$ cat config.mk
export PLATFORM = sky130hd
export DESIGN_NAME = muxn_scan_flat
export DESIGN_NICKNAME = d
export VERILOG_FILES = /design/src/rtl/muxn_scan_pkg.sv /design/src/rtl/muxn_scan_if.sv /design/src/rtl/muxn_scan_scan_cnt.sv /design/src/rtl/muxn_scan.sv /design/src/flat_wrapper.sv
export SDC_FILE = /design/constraint.sdc
export NUM_CORES = 1
export LEC_CHECK = 0
export BUFFER_PORTS_ARGS = -buffer_cell sky130_fd_sc_hd__buf_2
export CORE_MARGIN = 10
export CORE_UTILIZATION = 57
export CTS_BUF_LIST = sky130_fd_sc_hd__clkbuf_8
export DETAILED_ROUTE_END_ITERATION = 8
export PLACE_DENSITY = 0.94
export SLEW_MARGIN = 10
export SYNTH_ARGS = -nofsm -noshare
export SYNTH_HDL_FRONTEND = slang
export SYNTH_SLANG_ARGS = --single-unit
$ cat constraint.sdc
create_clock -name clk -period 4.16 [get_ports clk]
set_clock_uncertainty 0.2 [all_clocks]
set_input_delay 0.208 -clock clk [delete_from_list [all_inputs] [get_ports clk]]
set_output_delay 0.208 -clock clk [all_outputs]
set_load 0.01 [all_outputs]
$ cat src/rtl/muxn_scan_pkg.sv
`default_nettype none
// ============================================================================
//  Module      : muxn_scan_pkg
//  Description : Shared definitions for the muxn_scan block: mode encodings
//                and a constant clog2 helper used to size index/counter fields.
//  Revision    : 1.0  initial release
// ============================================================================
package muxn_scan_pkg;

  typedef enum logic {
    MODE_MANUAL = 1'b0,
    MODE_SCAN   = 1'b1
  } mode_e;

  // Ceiling log2; clog2(1) = 0, clog2(4) = 2, clog2(5) = 3.
  function automatic int clog2(input int value);
    int res;
    int v;
    res = 0;
    v   = value - 1;
    while (v > 0) begin
      res = res + 1;
      v   = v >> 1;
    end
    return res;
  endfunction

endpackage
`default_nettype wire

$ cat src/rtl/muxn_scan_if.sv
`default_nettype none
// ============================================================================
//  Module      : muxn_scan_if
//  Description : Bus bundle for muxn_scan.
//                master : drives en, mode, s, din; observes y, ch, y_vld
//                slave  : the mux itself (inverse directions)
//                en     - clock enable, low freezes the block
//                mode   - 0 manual select, 1 auto scan
//                s      - manual channel select (SW bits)
//                din    - packed channel data, channel k at din[k*W +: W]
//                y      - registered selected data
//                ch     - index of channel currently on y
//                y_vld  - y carries data from a legal channel
//  Revision    : 1.0  initial release
// ============================================================================
interface muxn_scan_if
  import muxn_scan_pkg::*;
#(
  parameter int W = 2,
  parameter int N = 4
);
  localparam int SW = (clog2(N) > 1) ? clog2(N) : 1;

  logic          en;
  logic          mode;
  logic [SW-1:0] s;
  logic [N*W-1:0] din;
  logic [W-1:0]  y;
  logic [SW-1:0] ch;
  logic          y_vld;

  modport master (output en, mode, s, din, input y, ch, y_vld);
  modport slave  (input en, mode, s, din, output y, ch, y_vld);

endinterface
`default_nettype wire

$ cat src/rtl/muxn_scan_scan_cnt.sv
`default_nettype none
// ============================================================================
//  Module      : scan_cnt
//  Description : Dwell counter plus channel counter for scan mode. The channel
//                advances after DWELL enabled scan cycles and wraps N-1 -> 0.
//                clk       - system clock, rising edge
//                rst_n     - asynchronous active-low reset
//                en_i      - clock enable, low holds both counters
//                scan_i    - block is in scan mode this cycle
//                load_i    - scan starts this cycle at load_ch_i
//                load_ch_i - start channel (already range-checked)
//                ch_o      - channel to show this cycle (combinational)
//  Revision    : 1.0  initial release
// ============================================================================
module scan_cnt
  import muxn_scan_pkg::*;
#(
  parameter  int N     = 4,
  parameter  int DWELL = 8,
  localparam int SW    = (clog2(N) > 1) ? clog2(N) : 1,
  localparam int CW    = clog2(DWELL) + 1
) (
  input  logic          clk,
  input  logic          rst_n,
  input  logic          en_i,
  input  logic          scan_i,
  input  logic          load_i,
  input  logic [SW-1:0] load_ch_i,
  output logic [SW-1:0] ch_o
);

  logic [CW-1:0] cnt_q, cnt_d;
  logic [SW-1:0] ch_q, ch_d;
  logic [SW-1:0] cur_ch;
  logic [CW-1:0] cur_cnt;

  // On a load the start position behaves as if it were already the stored
  // state, so the first scan cycle both shows and counts the start channel.
  always_comb begin
    cur_ch  = load_i ? load_ch_i : ch_q;
    cur_cnt = load_i ? '0 : cnt_q;
    cnt_d   = cnt_q;
    ch_d    = ch_q;
    if (!scan_i) begin
      cnt_d = '0;
    end else if (cur_cnt == CW'(DWELL - 1)) begin
      cnt_d = '0;
      ch_d  = (cur_ch == SW'(N - 1)) ? '0 : cur_ch + SW'(1);
    end else begin
      cnt_d = cur_cnt + CW'(1);
      ch_d  = cur_ch;
    end
  end

  assign ch_o = cur_ch;

  always_ff @(posedge clk or negedge rst_n) begin
    if (!rst_n) begin
      cnt_q <= '0;
      ch_q  <= '0;
    end else if (en_i) begin
      cnt_q <= cnt_d;
      ch_q  <= ch_d;
    end
  end

endmodule
`default_nettype wire

$ cat src/rtl/muxn_scan.sv
`default_nettype none
// ============================================================================
//  Module      : muxn_scan
//  Description : N-input, W-bit multiplexer with registered output and an
//                optional auto-scan mode that dwells DWELL cycles per channel.
//                clk   - system clock, rising edge
//                rst_n - asynchronous active-low reset
//                bus   - muxn_scan_if.slave (en, mode, s, din, y, ch, y_vld)
//  Revision    : 1.0  initial release
// ============================================================================
module muxn_scan
  import muxn_scan_pkg::*;
#(
  parameter  int W     = 2,
  parameter  int N     = 4,
  parameter  int DWELL = 8,
  localparam int SW    = (clog2(N) > 1) ? clog2(N) : 1
) (
  input  logic     clk,
  input  logic     rst_n,
  muxn_scan_if.slave bus
);

  mode_e         mode_q;
  logic [W-1:0]  y_q, y_d;
  logic [SW-1:0] ch_q, ch_d;
  logic          vld_q, vld_d;

  logic          s_ok;
  logic          load;
  logic          is_scan;
  logic [SW-1:0] start_ch;
  logic [SW-1:0] scan_ch;
  logic [SW-1:0] sel_ch;
  logic [W-1:0]  sel_data;

  // Extra bit keeps the compare correct when N == 2**SW.
  assign s_ok     = ({1'b0, bus.s} < (SW + 1)'(N));
  assign start_ch = s_ok ? bus.s : '0;
  assign is_scan  = (bus.mode == MODE_SCAN);
  assign load     = bus.en && is_scan && (mode_q == MODE_MANUAL);

  scan_cnt #(
    .N     (N),
    .DWELL (DWELL)
  ) u_scan_cnt (
    .clk       (clk),
    .rst_n     (rst_n),
    .en_i      (bus.en),
    .scan_i    (is_scan),
    .load_i    (load),
    .load_ch_i (start_ch),
    .ch_o      (scan_ch)
  );

  // Leaving scan mode needs no bookkeeping: selection follows the live mode
  // input, and the scan position is reloaded on the next entry.
  always_comb begin
    sel_ch   = is_scan ? scan_ch : bus.s;
    sel_data = '0;
    // Only legal slices are ever addressed; an out-of-range index yields 0.
    for (int k = 0; k < N; k++) begin
      if (sel_ch == SW'(k)) begin
        sel_data = bus.din[k*W +: W];
      end
    end
    vld_d = is_scan || s_ok;
    y_d   = vld_d ? sel_data : '0;
    ch_d  = sel_ch;
  end

  always_ff @(posedge clk or negedge rst_n) begin
    if (!rst_n) begin
      y_q    <= '0;
      ch_q   <= '0;
      vld_q  <= 1'b0;
      mode_q <= MODE_MANUAL;
    end else if (bus.en) begin
      y_q    <= y_d;
      ch_q   <= ch_d;
      vld_q  <= vld_d;
      mode_q <= mode_e'(bus.mode);
    end else begin
      vld_q  <= 1'b0;
    end
  end

  assign bus.y     = y_q;
  assign bus.ch    = ch_q;
  assign bus.y_vld = vld_q;

endmodule
`default_nettype wire

$ cat src/flat_wrapper.sv
// flat-port wrapper written by rule: the top's interface ports become plain ports
module muxn_scan_flat import muxn_scan_pkg::*;
#(
  parameter  int W     = 2,
  parameter  int N     = 4,
  parameter  int DWELL = 8,
  localparam int SW    = (clog2(N) > 1) ? clog2(N) : 1
)
  (clk, rst_n, bus_en, bus_mode, bus_s, bus_din, bus_y, bus_ch, bus_y_vld);
  muxn_scan_if #(.W(W), .N(N)) bus_i ();
  input  logic clk;
  input  logic rst_n;
  input wire logic [$bits(bus_i.en)-1:0] bus_en;
  input wire logic [$bits(bus_i.mode)-1:0] bus_mode;
  input wire logic [$bits(bus_i.s)-1:0] bus_s;
  input wire logic [$bits(bus_i.din)-1:0] bus_din;
  output wire logic [$bits(bus_i.y)-1:0] bus_y;
  output wire logic [$bits(bus_i.ch)-1:0] bus_ch;
  output wire logic [$bits(bus_i.y_vld)-1:0] bus_y_vld;
  assign bus_i.en = bus_en;
  assign bus_i.mode = bus_mode;
  assign bus_i.s = bus_s;
  assign bus_i.din = bus_din;
  assign bus_y = bus_i.y;
  assign bus_ch = bus_i.ch;
  assign bus_y_vld = bus_i.y_vld;
  muxn_scan #(.W(W), .N(N), .DWELL(DWELL)) u_core (.clk(clk), .rst_n(rst_n), .bus(bus_i));
endmodule
==> metrics.txt, run 1 <==
Worst setup SP type=register; DP HPWL=1.473 mm; DR WL/cell=17.72 um; power per cell area=381.9 nW/um^2; DRC errors left=0; I/O Buffers=18; WS Path Type=reg -> reg; slowest CP cell=dfrtp_1; total die area=3148 um^2; Routability Congestion=0.8597; RSZ-0062 raised after global routing=no; YS warnings=0; worst r2r src=u_core.mode_q; post-route total power=0.0003311 W; Post-synth top cells=dfrtp_1, nand2_1, a21oi_1; Setup Buffers After CTS=0; register area share after synthesis=40.40%; Max stage delay on crit path=0.53 ns; Initial Utilization=63.46%; Clock Latency Late Sink=0.24 ns; synth top area cells=dfrtp_1, nand2_1, a21oi_1; static leakage=0.3904 nW; clk buf depth=2; GR Overflow Total=0; cell area after synthesis=743.2 um^2; ANT nets after route=0; final hold violation count=0; Synth Area per Inst=8.954 um^2; Fillers=89; CTS tree=yes; core area=1171 um^2; Num CTS Buffers=3; crit path DAT=1.98 ns; Root Buffer=clkbuf_8; Layout area overhead=16.67%; antenna violations before repair=0; Die H=56.11 um; hold_buf cts=1; most frequent cell after synthesis=dfrtp_1; largest net degree at the start of global routing=20; max-cap viol count=0; fmax=0.4859 GHz; vias in the first global route=711; clk slew on worst S/H paths=0.05 ns; unique cell type count in the Yosys netlist=32; CP top delay family=compound AO/OA/AOI/OAI gates; worst min path class=in -> reg; Synth Instances=83; Tmin final=2.058 ns; vias=701; Worst Setup EP=u_core.u_scan_cnt.ch_q[1]; GRT Total Usage=12.75%; final core utilization=74.04%; share of post-route cells with drive strength above 1=25.00%; cell taking the most area after synthesis=dfrtp_1; reg2reg end=u_core.u_scan_cnt.ch_q[1]; Via density=6.149; Pre-antenna DRT Iters=4; global-route wire length before repair=3.332 mm; status=complete, no violations; Yosys top cell area share=40.40%; Rel. slew slack=76.99%; CP Depth=6; 1st-iter DRT viols=24; pre-CTS WS=2.138 ns; Buf/Inv on CP=1; worst setup path start=u_core.mode_q; Max VDD drop=0.0002393 V; TritonCTS Sinks=12; drt total wl=2.020 mm; Worst R2R Path Depth=6; flop2flop setup slack=2.10 ns; Setup TNS Final=0 ns; fin worst setup slack=2.102 ns; CP endpoint kind=register; crit share post-route=49.47%; # IOs=19; worst slew pin tran=0.3451 ns; Final setup viols=0; htree depth=1; Multi-input gate area=386.6 um^2; nets@finish=117; FF/Latch Area=300.3 um^2; post-CTS sizing=0; Antenna diodes=0; CP required=4.08 ns; asr flop ratio synth=100.0%; Post-Synthesis Net Count=98; CP max FO=9; Final Hold Slack=0.07530 ns; Slew Limit Fails=0; prevailing post-synth register cell=dfrtp_1; chip width=56.11 um; flops & latches, synth=12; crit-path cells=inv_1 > a31oi_1 > ha_1 > and3_1 > a41oi_1 > o22a_1; FP Rows=12; Post-synth EDFFs=0
## routing by layer
metal | vias up | track usage (%) | part of all wire [%]
li1 | 339 | - | -
met1 | 340 | 13.83 | 39
met2 | 16 | 23.15 | 57
met3 | 6 | 2.506 | 2.8
met4 | 0 | 5.119 | 1.6
met5 | - | 0 | 0
## sequential cells by signal (all words and copies together) (netlist names)
register	flops
u_core.bus.y	2
u_core.mode_q	1
u_core.u_scan_cnt.ch_q	2
u_core.u_scan_cnt.cnt_q	4
u_core.bus.ch	2
u_core.bus.y_vld	1
## worst min-delay path by stage
stage | startpoint | endpoint | slack (ns) | cells past startpoint
2_1_floorplan | rst_n | u_core.bus.ch[0] | -0.29 | 0
3_3_place_gp | rst_n | u_core.u_scan_cnt.cnt_q[0] | -0.11 | 1
3_5_place_dp | rst_n | u_core.u_scan_cnt.cnt_q[1] | -0.10 | 1
4_1_cts | bus_en | u_core.bus.y_vld | 0.06 | 1
5_1_grt | bus_en | u_core.bus.y_vld | 0.08 | 1
6_report | bus_en | u_core.bus.y_vld | 0.08 | 1
## cell families (layout without fill, tap and decap cells)
kind of cell | count (synthesis) | after routing | synth area share, %
mux | 4 | 4 | 6.228
simple gates | 29 | 29 | 18.35
flops | 12 | 12 | 40.40
compound gates | 27 | 27 | 25.76
buf+inv | 10 | 27 | 7.575
fa+ha+maj | 1 | 1 | 1.683
## power breakdown
group / total [W] / leakage [nW] / switching (W) / internal, W
logic: 0.0000760 / 0.222 / 0.0000418 / 0.0000341
registers: 0.000150 / 0.147 / 0.0000179 / 0.000132
clock network: 0.000106 / 0.0216 / 0.0000419 / 0.0000638
## placed cells by master, fill, tap and decap left out, types with 3 or more instances in the layout
| cell | n |
|---|---|
| nand2_1 | 10 |
| inv_1 | 4 |
| buf_2 | 18 |
| nor3_1 | 4 |
| o21ai_0 | 4 |
| nand2b_1 | 4 |
| dfrtp_1 | 12 |
| clkbuf_8 | 3 |
| nor2_1 | 5 |
| a21oi_1 | 6 |
## per-stage QoR
stage / instances / cell area (um^2)
final: 114 / 867.1
after global routing: 114 / 867.1
after global placement: 110 / 815.8
after CTS: 114 / 867.1
after floorplan: 83 / 743.2
after detailed placement: 110 / 815.8
## layout make-up
cell class / count / share of cell area (%)
multi-input combinational: 61 / 44.59
timing repair buffer: 19 / 11.54
inverter: 5 / 2.453
clock buffer: 3 / 4.762
sequential: 12 / 34.63
tap: 14 / 2.020
(Power assumes the default switching activity.)
==> run 2: changes to the inputs <==
--- a/config.mk
+++ b/config.mk
@@ -7,10 +7,10 @@
 export LEC_CHECK = 0
 export BUFFER_PORTS_ARGS = -buffer_cell sky130_fd_sc_hd__buf_2
 export CORE_MARGIN = 10
-export CORE_UTILIZATION = 57
+export CORE_UTILIZATION = 48
 export CTS_BUF_LIST = sky130_fd_sc_hd__clkbuf_8
 export DETAILED_ROUTE_END_ITERATION = 8
-export PLACE_DENSITY = 0.94
+export PLACE_DENSITY = 0.85
 export SLEW_MARGIN = 10
 export SYNTH_ARGS = -nofsm -noshare
 export SYNTH_HDL_FRONTEND = slang
==> constraint.sdc (replaced) <==
create_clock -name clk -period 1.7 [get_ports clk]
set_clock_uncertainty 0.2 [all_clocks]
set_input_delay 0.085 -clock clk [delete_from_list [all_inputs] [get_ports clk]]
set_output_delay 0.085 -clock clk [all_outputs]
set_load 0.01 [all_outputs]
==> metrics.txt, run 2 (synthesis results as in run 1) <==
DR WL/cell=15.67 um; TritonCTS Sinks=12; Clock Latency Late Sink=0.23 ns; share of post-route cells with drive strength above 1=34.86%; hold path start=bus_s[0]; global-route wire length before repair=3.291 mm; core area=1489 um^2; Initial Utilization=49.92%; CP required=1.61 ns; Routability Congestion=0.8079; vias=742; WS Path Type=reg -> reg; CP top delay family=flip-flops; drt total wl=1.959 mm; crit-path cells=buf_6 > o21ai_4 > mux2_4 > nor3_2 > o2bb2ai_1; Comb pwr share=27.2%; Largest register FFs=4; Final Hold Slack=-0.001860 ns; Sw Ratio=29.37%; 1st-iter DRT viols=12; Met2 Wirelength=984 um; reg2reg end=u_core.bus.y[0]; GRT Total Usage=11.77%; Slew Limit Fails=0; Setup TNS Final=-0.01649 ns; clk buf depth=2; fmax=0.5826 GHz; clock network power share=29.5%; Design Area, Final=985.9 um^2; Root Buffer=clkbuf_8; FP Rows=14; htree depth=1; Num CTS Buffers=3; failing checks=hold timing, setup timing; flop2flop setup slack=-0.02 ns; Layout area overhead=32.66%; Tmin final=1.716 ns; placed cell areas=853.3 um^2; status=complete, but fails checks; DP HPWL=1.304 mm; Hold Path Depth=3; top layer in use=met4; hold path endpoint=u_core.u_scan_cnt.ch_q[0]; I/O Buffers=18; crit share post-route=101.0%; Worst R2R Path Depth=5; Top reg by flops=u_core.u_scan_cnt.cnt_q; clk slew on worst S/H paths=0.05 ns; Internal Dissipation=0.0005896 W; largest net degree at the start of global routing=13; # IOs=19; Via density=5.936; power per cell area=846.6 nW/um^2; GR Overflow Total=0; CP max FO=3; Pre-antenna DRT Iters=4; Worst setup SP type=register; worst min path class=in -> reg; max-cap viol count=0; commonest non-fill, non-tap cell in the layout=buf_2; Rel. slew slack=82.25%; worst slew pin tran=0.2639 ns; CP endpoint kind=register; Fillers=125; chip width=59.35 um; nets@finish=126; DRC errors left=0; Buf/Inv on CP=1; worst r2r src=u_core.mode_q; Reg power frac=43.2%; Max VDD drop=0.0005702 V; slowest CP cell=dfrtp_1; Die H=59.35 um; Met3 Wirelength=110 um; Metal-1 WL=772 um; post-route total power=0.0008347 W; Antenna diodes=0; NetSw=0.0002452 W; fin worst setup slack=-0.01649 ns; most frequent cells in the layout=buf_2, dfrtp_1, nand2_1; static leakage=0.4340 nW; Max stage delay on crit path=0.38 ns; final hold violation count=1; CTS tree=yes; vias in the first global route=727; antenna violations before repair=0; total die area=3522 um^2; RSZ-0062 raised after global routing=yes; ANT nets after route=0; crit path DAT=1.62 ns; Final setup viols=1
## run 2: changes by cell type in the layout (fill, tap and decap cells not counted), moves of 2 or more
cell / previous run / this run
nor3_2: 0 / 2
buf_4: 0 / 4
buf_6: 0 / 2
dlygate4sd3_1: 1 / 4
nor3_1: 4 / 2
## run 2: what timing repair did
item                                   4_1_cts  5_1_grt
buffers inserted                             0        2
gates resized for setup                      3        6
setup endpoints to repair                    3        4
gates cloned                                 0        0
hold buffers                                 4        0
pin swaps                                    0        6
endpoints found under the hold margin       15        0
## run 2: metrics by stage
step,setup slack (ns),cells,util [%]
2_1_floorplan,0.004777,83,-
3_3_place_gp,0.08012,116,57.31
3_5_place_dp,-0.01563,116,57.31
4_1_cts,0.0001411,123,63.61
5_1_grt,-0.08179,125,66.22
6_report,-0.01649,125,66.22
## run 2: worst max-delay path by stage
stage                  start                        end  slack [ns]  cells past startpoint
2_1_floorplan  u_core.mode_q  u_core.u_scan_cnt.ch_q[1]       0.005                      7
3_3_place_gp   u_core.mode_q            u_core.bus.y[1]        0.08                      5
3_5_place_dp   u_core.mode_q            u_core.bus.y[1]       -0.02                      5
4_1_cts        u_core.mode_q  u_core.u_scan_cnt.ch_q[1]      0.0001                      6
5_1_grt        u_core.mode_q            u_core.bus.y[0]       -0.08                      6
6_report       u_core.mode_q            u_core.bus.y[0]       -0.02                      5
## run 2: cell type report
| class | instances | area [um^2] | share of cell area (%) |
|---|---|---|---|
| Clock buffer | 3 | 41.29 | 4.188 |
| Inverter | 5 | 21.27 | 2.157 |
| Multi-Input combinational cell | 61 | 420.4 | 42.64 |
| Sequential cell | 12 | 300.3 | 30.46 |
| Tap cell | 16 | 20.02 | 2.030 |
| Timing Repair Buffer | 28 | 182.7 | 18.53 |
## run 2: metal layers
| layer | vias to the layer above | global-route usage (%) |
|---|---|---|
| met4 | 0 | 7.213 |
| met2 | 24 | 19.32 |
| met5 | - | 0 |
| li1 | 352 | - |
| met1 | 356 | 13.05 |
| met3 | 10 | 3.219 |
## run 2: worst register-to-register path, cell delays in order (launching register included)
cell	delay, ns
dfrtp_1	0.38
buf_6	0.13
o21ai_4	0.19
mux2_4	0.35
nor3_2	0.23
o2bb2ai_1	0.11
## run 2: power by group through the flow
stage | combinational (W) | sequential, W | clock [W]
after global placement | 0.000186 | 0.000360 | 0
after global routing | 0.000254 | 0.000365 | 0.000266
after CTS | 0.000207 | 0.000357 | 0.000253
final | 0.000227 | 0.000361 | 0.000246
after detailed placement | 0.000193 | 0.000361 | 0
after floorplan | 0.000128 | 0.000355 | 0
